`src/rtl/systolic_ctrl_pkg.sv`:
```
// Shared types and helpers for the systolic array sequencer.
package systolic_ctrl_pkg;

    typedef enum logic [2:0] {
        IDLE,
        CLEAR,
        LOAD_W,
        STREAM,
        DRAIN,
        DONE
    } ctrl_state_e;

    localparam int ROWS_DEF  = 4;
    localparam int COLS_DEF  = 4;
    localparam int VEC_W_DEF = 8;

    // Index width that never collapses to zero bits for a single-entry range.
    function automatic int idx_w(input int n);
        return (n > 1) ? $clog2(n) : 1;
    endfunction

endpackage

```
`src/rtl/systolic_ctrl_if.sv`:
```
// Control/status bundle between the sequencer, its requester, the SRAMs and the array.
interface systolic_ctrl_if
    import systolic_ctrl_pkg::*;
#(
    parameter int ROWS  = ROWS_DEF,
    parameter int COLS  = COLS_DEF,
    parameter int VEC_W = VEC_W_DEF
);
    localparam int RW = idx_w(ROWS);

    logic             start;
    logic             reuse_w;
    logic [VEC_W-1:0] n_vec;
    logic             busy;
    logic             done;
    logic             w_valid;
    logic             arr_clr;
    logic             ld_weight;
    logic             wt_rd_en;
    logic [RW-1:0]    wt_rd_row;
    logic             act_rd_en;
    logic [VEC_W-1:0] act_rd_addr;
    logic [ROWS-1:0]  row_valid;
    logic [COLS-1:0]  col_valid;
    logic [VEC_W-1:0] out_vec;

    modport master (
        output start, reuse_w, n_vec,
        input  busy, done, w_valid, arr_clr, ld_weight, wt_rd_en, wt_rd_row,
               act_rd_en, act_rd_addr, row_valid, col_valid, out_vec
    );

    modport slave (
        input  start, reuse_w, n_vec,
        output busy, done, w_valid, arr_clr, ld_weight, wt_rd_en, wt_rd_row,
               act_rd_en, act_rd_addr, row_valid, col_valid, out_vec
    );

endinterface

```
`src/rtl/systolic_ctrl_delay_line.sv`:
```
// 1-bit shift register with every stage exposed; taps[k] is din delayed k+1 cycles.
module systolic_ctrl_delay_line
    import systolic_ctrl_pkg::*;
#(
    parameter int DEPTH = ROWS_DEF + COLS_DEF
) (
    input  logic             clk,
    input  logic             reset,
    input  logic             din,
    output logic [DEPTH-1:0] taps,
    output logic             empty
);
    logic [DEPTH-1:0] taps_q, taps_d;

    // Shift toward the high taps by one stage per cycle.
    always_comb begin
        taps_d = {taps_q[DEPTH-2:0], din};
    end

    // Stage registers.
    always_ff @(posedge clk or posedge reset) begin
        if (reset) begin
            taps_q <= '0;
        end else begin
            taps_q <= taps_d;
        end
    end

    assign taps  = taps_q;
    assign empty = ~|taps_q;

endmodule

```
`src/rtl/systolic_ctrl.sv`:
```
// Sequencer for a weight-stationary MAC array: clear, weight load, skewed
// activation stream and drain, with all control outputs registered.
module systolic_ctrl
    import systolic_ctrl_pkg::*;
#(
    parameter int ROWS  = ROWS_DEF,
    parameter int COLS  = COLS_DEF,
    parameter int VEC_W = VEC_W_DEF
) (
    input  logic          clk,
    input  logic          reset,
    systolic_ctrl_if.slave bus
);
    localparam int RW    = idx_w(ROWS);
    localparam int DEPTH = ROWS + COLS;

    ctrl_state_e      state_q, state_d;
    logic [VEC_W-1:0] cnt_q, cnt_d;
    logic [VEC_W-1:0] n_vec_q, n_vec_d;
    logic [VEC_W-1:0] out_vec_q, out_vec_d;
    logic [VEC_W-1:0] act_rd_addr_q, act_rd_addr_d;
    logic [RW-1:0]    wt_rd_row_q, wt_rd_row_d;
    logic             busy_q, busy_d;
    logic             done_q, done_d;
    logic             w_valid_q, w_valid_d;
    logic             arr_clr_q, arr_clr_d;
    logic             ld_weight_q, ld_weight_d;
    logic             wt_rd_en_q, wt_rd_en_d;
    logic             act_rd_en_q, act_rd_en_d;

    logic [DEPTH-1:0] taps;
    logic             dl_empty;

    // Issue pipeline: taps[0] is the cycle the activation read data arrives.
    systolic_ctrl_delay_line #(.DEPTH(DEPTH)) u_dl (
        .clk   (clk),
        .reset (reset),
        .din   (act_rd_en_q),
        .taps  (taps),
        .empty (dl_empty)
    );

    // Next-state and next-output logic; outputs are derived from the next state
    // so that each registered output lines up with the state it belongs to.
    always_comb begin
        state_d   = state_q;
        cnt_d     = cnt_q;
        n_vec_d   = n_vec_q;
        w_valid_d = w_valid_q;
        out_vec_d = out_vec_q + VEC_W'(taps[ROWS]);

        case (state_q)
            IDLE: begin
                if (bus.start) begin
                    n_vec_d   = bus.n_vec;
                    cnt_d     = '0;
                    out_vec_d = '0;
                    if (bus.reuse_w && w_valid_q) begin
                        state_d = (bus.n_vec != '0) ? STREAM : DRAIN;
                    end else begin
                        state_d = CLEAR;
                    end
                end
            end
            CLEAR: begin
                state_d = LOAD_W;
                cnt_d   = '0;
            end
            LOAD_W: begin
                if (cnt_q == VEC_W'(ROWS)) begin
                    cnt_d     = '0;
                    w_valid_d = 1'b1;
                    state_d   = (n_vec_q != '0) ? STREAM : DRAIN;
                end else begin
                    cnt_d = cnt_q + VEC_W'(1);
                end
            end
            STREAM: begin
                if (cnt_q == n_vec_q - VEC_W'(1)) begin
                    cnt_d   = '0;
                    state_d = DRAIN;
                end else begin
                    cnt_d = cnt_q + VEC_W'(1);
                end
            end
            DRAIN: begin
                if (dl_empty) begin
                    state_d = DONE;
                end
            end
            DONE: begin
                state_d = IDLE;
            end
            default: begin
                state_d = IDLE;
            end
        endcase

        // Any trip through CLEAR invalidates the resident tile.
        if (state_d == CLEAR) begin
            w_valid_d = 1'b0;
        end

        busy_d        = (state_d != IDLE);
        done_d        = (state_d == DONE);
        arr_clr_d     = (state_d == CLEAR);
        wt_rd_en_d    = (state_d == LOAD_W) && (cnt_d < VEC_W'(ROWS));
        wt_rd_row_d   = wt_rd_en_d ? RW'(VEC_W'(ROWS - 1) - cnt_d) : '0;
        ld_weight_d   = (state_d == LOAD_W) && (cnt_d != '0);
        act_rd_en_d   = (state_d == STREAM);
        act_rd_addr_d = act_rd_en_d ? cnt_d : '0;
    end

    // State, counters and registered outputs.
    always_ff @(posedge clk or posedge reset) begin
        if (reset) begin
            state_q       <= IDLE;
            cnt_q         <= '0;
            n_vec_q       <= '0;
            out_vec_q     <= '0;
            act_rd_addr_q <= '0;
            wt_rd_row_q   <= '0;
            busy_q        <= 1'b0;
            done_q        <= 1'b0;
            w_valid_q     <= 1'b0;
            arr_clr_q     <= 1'b0;
            ld_weight_q   <= 1'b0;
            wt_rd_en_q    <= 1'b0;
            act_rd_en_q   <= 1'b0;
        end else begin
            state_q       <= state_d;
            cnt_q         <= cnt_d;
            n_vec_q       <= n_vec_d;
            out_vec_q     <= out_vec_d;
            act_rd_addr_q <= act_rd_addr_d;
            wt_rd_row_q   <= wt_rd_row_d;
            busy_q        <= busy_d;
            done_q        <= done_d;
            w_valid_q     <= w_valid_d;
            arr_clr_q     <= arr_clr_d;
            ld_weight_q   <= ld_weight_d;
            wt_rd_en_q    <= wt_rd_en_d;
            act_rd_en_q   <= act_rd_en_d;
        end
    end

    assign bus.busy        = busy_q;
    assign bus.done        = done_q;
    assign bus.w_valid     = w_valid_q;
    assign bus.arr_clr     = arr_clr_q;
    assign bus.ld_weight   = ld_weight_q;
    assign bus.wt_rd_en    = wt_rd_en_q;
    assign bus.wt_rd_row   = wt_rd_row_q;
    assign bus.act_rd_en   = act_rd_en_q;
    assign bus.act_rd_addr = act_rd_addr_q;
    assign bus.row_valid   = taps[ROWS-1:0];
    assign bus.col_valid   = taps[DEPTH-1:ROWS];
    assign bus.out_vec     = out_vec_q;

endmodule
```
`src/flat_wrapper.sv`:
```
// flat-port wrapper written by rule: the top's interface ports become plain ports
module systolic_ctrl_flat import systolic_ctrl_pkg::*;
#(
    parameter int ROWS  = ROWS_DEF,
    parameter int COLS  = COLS_DEF,
    parameter int VEC_W = VEC_W_DEF
)
  (clk, reset, bus_start, bus_reuse_w, bus_n_vec, bus_busy, bus_done, bus_w_valid, bus_arr_clr, bus_ld_weight, bus_wt_rd_en, bus_wt_rd_row, bus_act_rd_en, bus_act_rd_addr, bus_row_valid, bus_col_valid, bus_out_vec);
  systolic_ctrl_if #(.ROWS(ROWS), .COLS(COLS), .VEC_W(VEC_W)) bus_i ();
  input  logic clk;
  input  logic reset;
  input wire logic [$bits(bus_i.start)-1:0] bus_start;
  input wire logic [$bits(bus_i.reuse_w)-1:0] bus_reuse_w;
  input wire logic [$bits(bus_i.n_vec)-1:0] bus_n_vec;
  output wire logic [$bits(bus_i.busy)-1:0] bus_busy;
  output wire logic [$bits(bus_i.done)-1:0] bus_done;
  output wire logic [$bits(bus_i.w_valid)-1:0] bus_w_valid;
  output wire logic [$bits(bus_i.arr_clr)-1:0] bus_arr_clr;
  output wire logic [$bits(bus_i.ld_weight)-1:0] bus_ld_weight;
  output wire logic [$bits(bus_i.wt_rd_en)-1:0] bus_wt_rd_en;
  output wire logic [$bits(bus_i.wt_rd_row)-1:0] bus_wt_rd_row;
  output wire logic [$bits(bus_i.act_rd_en)-1:0] bus_act_rd_en;
  output wire logic [$bits(bus_i.act_rd_addr)-1:0] bus_act_rd_addr;
  output wire logic [$bits(bus_i.row_valid)-1:0] bus_row_valid;
  output wire logic [$bits(bus_i.col_valid)-1:0] bus_col_valid;
  output wire logic [$bits(bus_i.out_vec)-1:0] bus_out_vec;
  assign bus_i.start = bus_start;
  assign bus_i.reuse_w = bus_reuse_w;
  assign bus_i.n_vec = bus_n_vec;
  assign bus_busy = bus_i.busy;
  assign bus_done = bus_i.done;
  assign bus_w_valid = bus_i.w_valid;
  assign bus_arr_clr = bus_i.arr_clr;
  assign bus_ld_weight = bus_i.ld_weight;
  assign bus_wt_rd_en = bus_i.wt_rd_en;
  assign bus_wt_rd_row = bus_i.wt_rd_row;
  assign bus_act_rd_en = bus_i.act_rd_en;
  assign bus_act_rd_addr = bus_i.act_rd_addr;
  assign bus_row_valid = bus_i.row_valid;
  assign bus_col_valid = bus_i.col_valid;
  assign bus_out_vec = bus_i.out_vec;
  systolic_ctrl #(.ROWS(ROWS), .COLS(COLS), .VEC_W(VEC_W)) u_core (.clk(clk), .reset(reset), .bus(bus_i));
endmodule
```
`config.mk`:
```
export PLATFORM = sky130hd
export DESIGN_NAME = systolic_ctrl_flat
export DESIGN_NICKNAME = d
export VERILOG_FILES = /design/src/rtl/systolic_ctrl_pkg.sv /design/src/rtl/systolic_ctrl_if.sv /design/src/rtl/systolic_ctrl_delay_line.sv /design/src/rtl/systolic_ctrl.sv /design/src/flat_wrapper.sv
export SDC_FILE = /design/constraint.sdc
export NUM_CORES = 1
export LEC_CHECK = 0
export ABC_AREA = 1
export CORE_UTILIZATION = 53
export CTS_CLUSTER_DIAMETER = 120
export DETAILED_ROUTE_END_ITERATION = 16
export PLACE_DENSITY_LB_ADDON = 0.2
export REMOVE_ABC_BUFFERS = 1
export SLEW_MARGIN = 20
export SYNTH_ARGS = -nofsm -noshare
export SYNTH_HDL_FRONTEND = slang
export SYNTH_SLANG_ARGS = --single-unit
```
`constraint.sdc`:
```
create_clock -name clk -period 2.5 [get_ports clk]
set_clock_uncertainty 0.15 [all_clocks]
set_input_delay 0.375 -clock clk [delete_from_list [all_inputs] [get_ports clk]]
set_output_delay 0.375 -clock clk [all_outputs]
set_load 0.01 [all_outputs]
```
==> results of run 1 <==
-- placed cells by master (no fill, tap or decap), drive strengths merged, types with 6 or more instances in the layout --
| cell type | instances |
|---|---|
| clkdlybuf4s50 | 44 |
| o21ai | 14 |
| nand2 | 70 |
| nor2 | 45 |
| dfrtp | 52 |
| nand3 | 32 |
| ha | 6 |
| nor3 | 6 |
| inv | 46 |
| xor2 | 6 |
| a21oi | 12 |
| buf | 7 |
| clkbuf | 7 |
-- worst paths after layout --
check / to / slack, ps
worst max-delay path: u_core.bus.wt_rd_row[1]$_DFF_PP0_ / 170
worst min-delay path: u_core.u_dl.taps[0]$_DFF_PP0_ / 230
worst max register to register: u_core.bus.wt_rd_row[1]$_DFF_PP0_ / 170
worst min register to register: u_core.u_dl.taps[0]$_DFF_PP0_ / 230
max in group asynchronous: u_core.n_vec_q[6]$_DFFE_PP0P_ / 1390
min in group asynchronous: u_core.bus.act_rd_addr[4]$_DFF_PP0_ / 280
-- worst max-delay path, cell delays in order, from the launching register on --
cell     delay (ps)
dfrtp_1         410
inv_2           100
ha_2            210
nand2_1         110
nor2_2          120
nor2_1           60
nor2_2          100
nand3_2          90
nor2_4          140
nand2_4         100
nand2_2         100
and2_4          170
nand2_2          80
inv_2            70
nand4_4         130
nor2_2          110
-- repair_timing --
| action | CTS | global route |
|---|---|---|
| resized for setup | 0 | 2 |
| setup buffers | 0 | 4 |
| endpoints found under the setup margin | 0 | 4 |
-- per-layer routing --
layer	vias to the layer above	wire [um]	part of all wire, %
li1	1072	-	-
met1	1017	2480	46
met2	57	2620	48
met3	9	222	4.1
met4	0	92	1.7
met5	-	0	0
-- registers in the layout, summed over array words and instances, names as in the netlist --
name,cells
u_core.u_dl.taps,8
u_core.cnt_q,8
u_core.bus.out_vec,8
u_core.n_vec_q,8
u_core.bus.w_valid,1
u_core.bus.wt_rd_row,2
u_core.bus.busy,1
u_core.bus.ld_weight,1
u_core.bus.arr_clr,1
u_core.state_q,3
u_core.bus.done,1
u_core.bus.wt_rd_en,1
u_core.bus.act_rd_en,1
u_core.bus.act_rd_addr,8
-- where the power goes --
part | internal (W) | switching [W]
clock network | 0.000225 | 0.000269
registers | 0.00108 | 0.000192
logic | 0.000760 | 0.000996
total | 0.00207 | 0.00146
-- final cells by class --
type | instances | area [sq um]
flip-flops and latches | 52 | 1300
inverters | 48 | 180
clock inverters | 1 | 7.51
fillers | 407 | 1460
well taps | 67 | 83.8
multi-input cells | 205 | 1130
clock buffers | 7 | 86.3
repair buffers | 51 | 505
-- kinds of logic after synthesis --
group           count (synthesis)
simple gates                  160
buf+inv                        52
flops                          52
compound gates                 30
xor+xnor                        9
fa+ha+maj                       6
-- stage by stage --
| stage | hold WS, ps | TNS [ps] | cells | setup WS (ps) | power [W] |
|---|---|---|---|---|---|
| finish | 232 | 0 | 431 | 165 | 0.00353 |
| global route | 252 | -1.86 | 431 | -1.86 | 0.00380 |
| CTS | 233 | 0 | 427 | 93.7 | 0.00346 |
| detailed placement | 211 | 0 | 419 | 158 | 0.00295 |
| global placement | 212 | 0 | 419 | 206 | 0.00291 |
| floorplan | 266 | -2.64 | 305 | -1.01 | 0.00238 |
==> qor.yml, run 1 <==
crit_start: "u_core.n_vec_q[0]$_DFFE_PP0P_"
slew_viol_final: 0
grt_overflow: 0
clock_path_buffers: 2
grt_pass1_vias: 2097
status: "complete, no violations"
wl_um: 5410
via_per_inst: 5.00
syn-cell-area_sq_um: 2630
dr.pass1.iters: 4
ff2ff_path_depth: 15
synth_top_family_by_area: "simple AND/OR/NAND/NOR gates"
synth-seq-cells: 52
powerDensity_nw_per_um2: 1070
worst-setup-path-type: "flip-flop to flip-flop"
cts_buffers: 5
initial_core_util_pct: 55.2
io_pins: 45
min_path_cells: 0
cts_hold_buf: 0
finalCriticalPeriod_ps: 2330
cts_tree: "done"
p_leak_nw: 1.67
coreArea_sq_um: 4750
std_cell_rows: 25
use_met3_pct: 3.19
drive_gt1_share_pct: 14.8
synth_xor_area_share_pct: 3.00
hold_viol_final: 0
busiest_layer: "met2"
postRouteAntennaNets: 0
min_from: "u_core.bus.act_rd_en$_DFF_PP0_"
critPathRequiredTime_ps: 2590
final_core_util_pct: 69.3
cts.sinks: 52
vias: 2155
synth_commonest_cells: "nand2_1, dfrtp_1, inv_1, nor2_1, nand3_1"
startpoint_type: "flip-flop"
synth_adder_area_share_pct: 2.86
die_h_um: 72.4
use_met2_pct: 38.2
dpl.hpwl_um: 4010
area_growth_pct: 25.5
die_x_um: 72.4
synth_compound_area_share_pct: 6.10
clk_pin_slew_ps: 90
max_freq_mhz: 428
wl_per_cell_um: 12.5
yosys_warnings: 0
gp_congestion: 0.941
synth.top_cell.area_share_pct: 49.6
grt_pass1_wl_um: 9270
setup_viol: 0
portBuffers: 44
finalCritPeriodShare_pct: 93.4
timing.rr.start: "u_core.n_vec_q[0]$_DFFE_PP0P_"
drc: 0
antenna_found_initial: 0
grtUsageMet1_pct: 31.2
clockRootBuffer: "clkbuf_8"
synthTopCellsByArea: "dfrtp_1, nand2_1, inv_1"
synth_async_sr_flop_share_pct: 100
synth_edf_count: 0
irDropWorstVdd_mv: 0.588
synth_top_area_cell: "dfrtp_1"
cap_violations: 0
synth.yosys.seq_area_share_pct: 49.6
ys_types: 30
place_area_sq_um: 3170
final_area_sq_um: 3290
slew_headroom_pct: 56.6
die-area_sq_um: 5240
cp.arrival_ps: 2420
grt_max_degree: 30
htree_levels: 2
crit_path_end_kind: "flip-flop"
synthSimpleGateAreaFrac_pct: 30.9
synth_cells: 309
nNetsFinal: 381
num_antenna_cells: 0
yosysMostFrequentCell: "nand2_1"
avgSynthCellArea_sq_um: 8.50
track_usage_pct: 23.0
worst_pin_slew_ps: 648
hold_class: "flip-flop to flip-flop"
synthFlopType: "dfrtp_1"
drt_iter0_markers: 115
worst-path-max-fanout: 9
clk_latency_ps: 300
synthMuxAreaShare_pct: 0
Note: power is estimated with default switching activity, not from simulation.
==> run 2: changes to the inputs <==
HOLD_SLACK_MARGIN = 0.03   (was not set)
REMOVE_ABC_BUFFERS = not set   (was 1)
==> run 2 against run 1 <==
  * Fmax grew 0.94%
  * Register-to-register slack gained 20 ps
  * Non-clock buffer count is the same
  * Core utilization grew 0.63 points
  * Cell count is the same
  * Critical path type unchanged
  * Largest power group unchanged
  * Highest routed layer unchanged
==> qor.yml, run 2 (same netlist as run 1, synthesis figures left out) <==
hold_class: "flip-flop to flip-flop"
p_sw_share_pct: 39.3
num_antenna_cells: 0
cts.sinks: 52
worst-path-max-fanout: 9
crit_start: "u_core.n_vec_q[0]$_DFFE_PP0P_"
area_growth_pct: 26.6
p_leak_nw: 1.69
fin_tns_setup_ps: 0
syn_nets: 327
nFillCells: 394
drt_iter0_markers: 143
postRouteAntennaNets: 0
finalCritPeriodShare_pct: 92.5
cts_buffers: 5
drive_gt1_share_pct: 14.8
final_core_util_pct: 69.9
dp_cells: 419
max_freq_mhz: 432
powerDensity_nw_per_um2: 1090
power.switching_w: 0.00143
die_h_um: 72.4
std_cell_rows: 25
worst-setup-path-type: "flip-flop to flip-flop"
dpl.hpwl_um: 4070
combPwrFrac_pct: 47.9
wl_um: 5380
clockRootBuffer: "clkbuf_8"
coreArea_sq_um: 4750
grt_pass1_vias: 2108
irDropWorstVdd_mv: 0.650
timing.rr.start: "u_core.n_vec_q[0]$_DFFE_PP0P_"
portBuffers: 44
nNetsFinal: 381
slowest_stage: "dfrtp_1"
slew_headroom_pct: 62.9
critPathMaxStageDelay_ps: 420
die_x_um: 72.4
hold_viol_final: 0
whs_ps: 244
clk_latency_ps: 300
track_usage_pct: 23.1
setup_viol: 0
rsz0062_at_grt: "true"
reg2reg_slack_ps: 190
vias: 2127
initial_core_util_pct: 55.2
status: "complete, no violations"
die-area_sq_um: 5240
cap_violations: 0
grt_pass1_wl_um: 9250
crit_family: "simple AND/OR/NAND/NOR gates"
layout_common_cells: "nand2_1, dfrtp_1, clkdlybuf4s50_1, inv_1, nor2_1"
drc: 0
p_int_w: 0.00220
path_cells: "inv_2 > ha_1 > nand2_1 > nor2_2 > nor2_1 > nor2_2 > nand3_2 > nor2_4 > nand2_4 > nand2_2 > and2_4 > nand2_2 > inv_2 > nand4_4 > nor2_2"
path_buf_inv: 2
final_cells: 431
finalCriticalPeriod_ps: 2310
antenna_found_initial: 0
dr.pass1.iters: 4
slew_viol_final: 0
critPathRequiredTime_ps: 2580
cts_tree: "done"
via_per_inst: 4.94
cp.arrival_ps: 2400
final_common_cell: "nand2_1"
crit_path_end_kind: "flip-flop"
grt_max_degree: 29
startpoint_type: "flip-flop"
grt_overflow: 0
clock_path_buffers: 2
min_from: "u_core.bus.act_rd_en$_DFF_PP0_"
p_seq_share_pct: 35.2
power_frac_clock_pct: 16.9
crit_path_frequent_cell: "nor2_2"
worst_pin_slew_ps: 555
clk_pin_slew_ps: 90
io_pins: 45
wl_per_cell_um: 12.5
htree_levels: 2
gp_congestion: 0.858
run 2: worst paths after layout:
check                                                    end  depth (start not counted)
max                        u_core.bus.wt_rd_row[1]$_DFF_PP0_                         15
min                            u_core.u_dl.taps[0]$_DFF_PP0_                          0
max reg2reg                u_core.bus.wt_rd_row[1]$_DFF_PP0_                         15
min reg2reg                    u_core.u_dl.taps[0]$_DFF_PP0_                          0
max in group asynchronous  u_core.bus.wt_rd_row[1]$_DFF_PP0_                          3
min in group asynchronous      u_core.u_dl.taps[7]$_DFF_PP0_                          2
run 2: layout make-up:
| type | count | area (sq um) | area share, % |
|---|---|---|---|
| Clock buffer | 7 | 96.3 | 2.90 |
| Clock inverter | 1 | 30.0 | 0.903 |
| Inverter | 48 | 180 | 5.42 |
| Multi-Input combinational cell | 205 | 1130 | 33.9 |
| Sequential cell | 52 | 1300 | 39.1 |
| Tap cell | 67 | 83.8 | 2.52 |
| Timing Repair Buffer | 51 | 505 | 15.2 |
run 2: through the flow:
stage / cell area [sq um] / power [W] / setup slack [ps]
floorplan: 2630 / 0.00239 / 415
global placement: 3170 / 0.00292 / 189
detailed placement: 3170 / 0.00294 / 151
CTS: 3290 / 0.00357 / 178
global route: 3320 / 0.00393 / -3.74
finish: 3320 / 0.00363 / 187
run 2: per-layer routing:
metal | GRT usage [%] | wire (um)
met5 | 0 | 0
met4 | 7.19 | 72
met3 | 4.86 | 218
met2 | 37.6 | 2550
met1 | 31.3 | 2540
run 2: timing repair:
| item | CTS | global route |
|---|---|---|
| hold buffers | 0 | 0 |
| setup endpoints to repair | 0 | 3 |
| setup buffers | 0 | 4 |
| resized for setup | 0 | 1 |
| hold endpoints to repair | 0 | 0 |
run 2: power groups by stage:
stage | Sequential [W] | Clock [W] | Combinational (W)
detailed placement | 0.00130 | 0 | 0.00164
floorplan | 0.00131 | 0 | 0.00108
CTS | 0.00128 | 0.000631 | 0.00166
global placement | 0.00129 | 0 | 0.00162
global route | 0.00130 | 0.000676 | 0.00195
finish | 0.00128 | 0.000616 | 0.00174
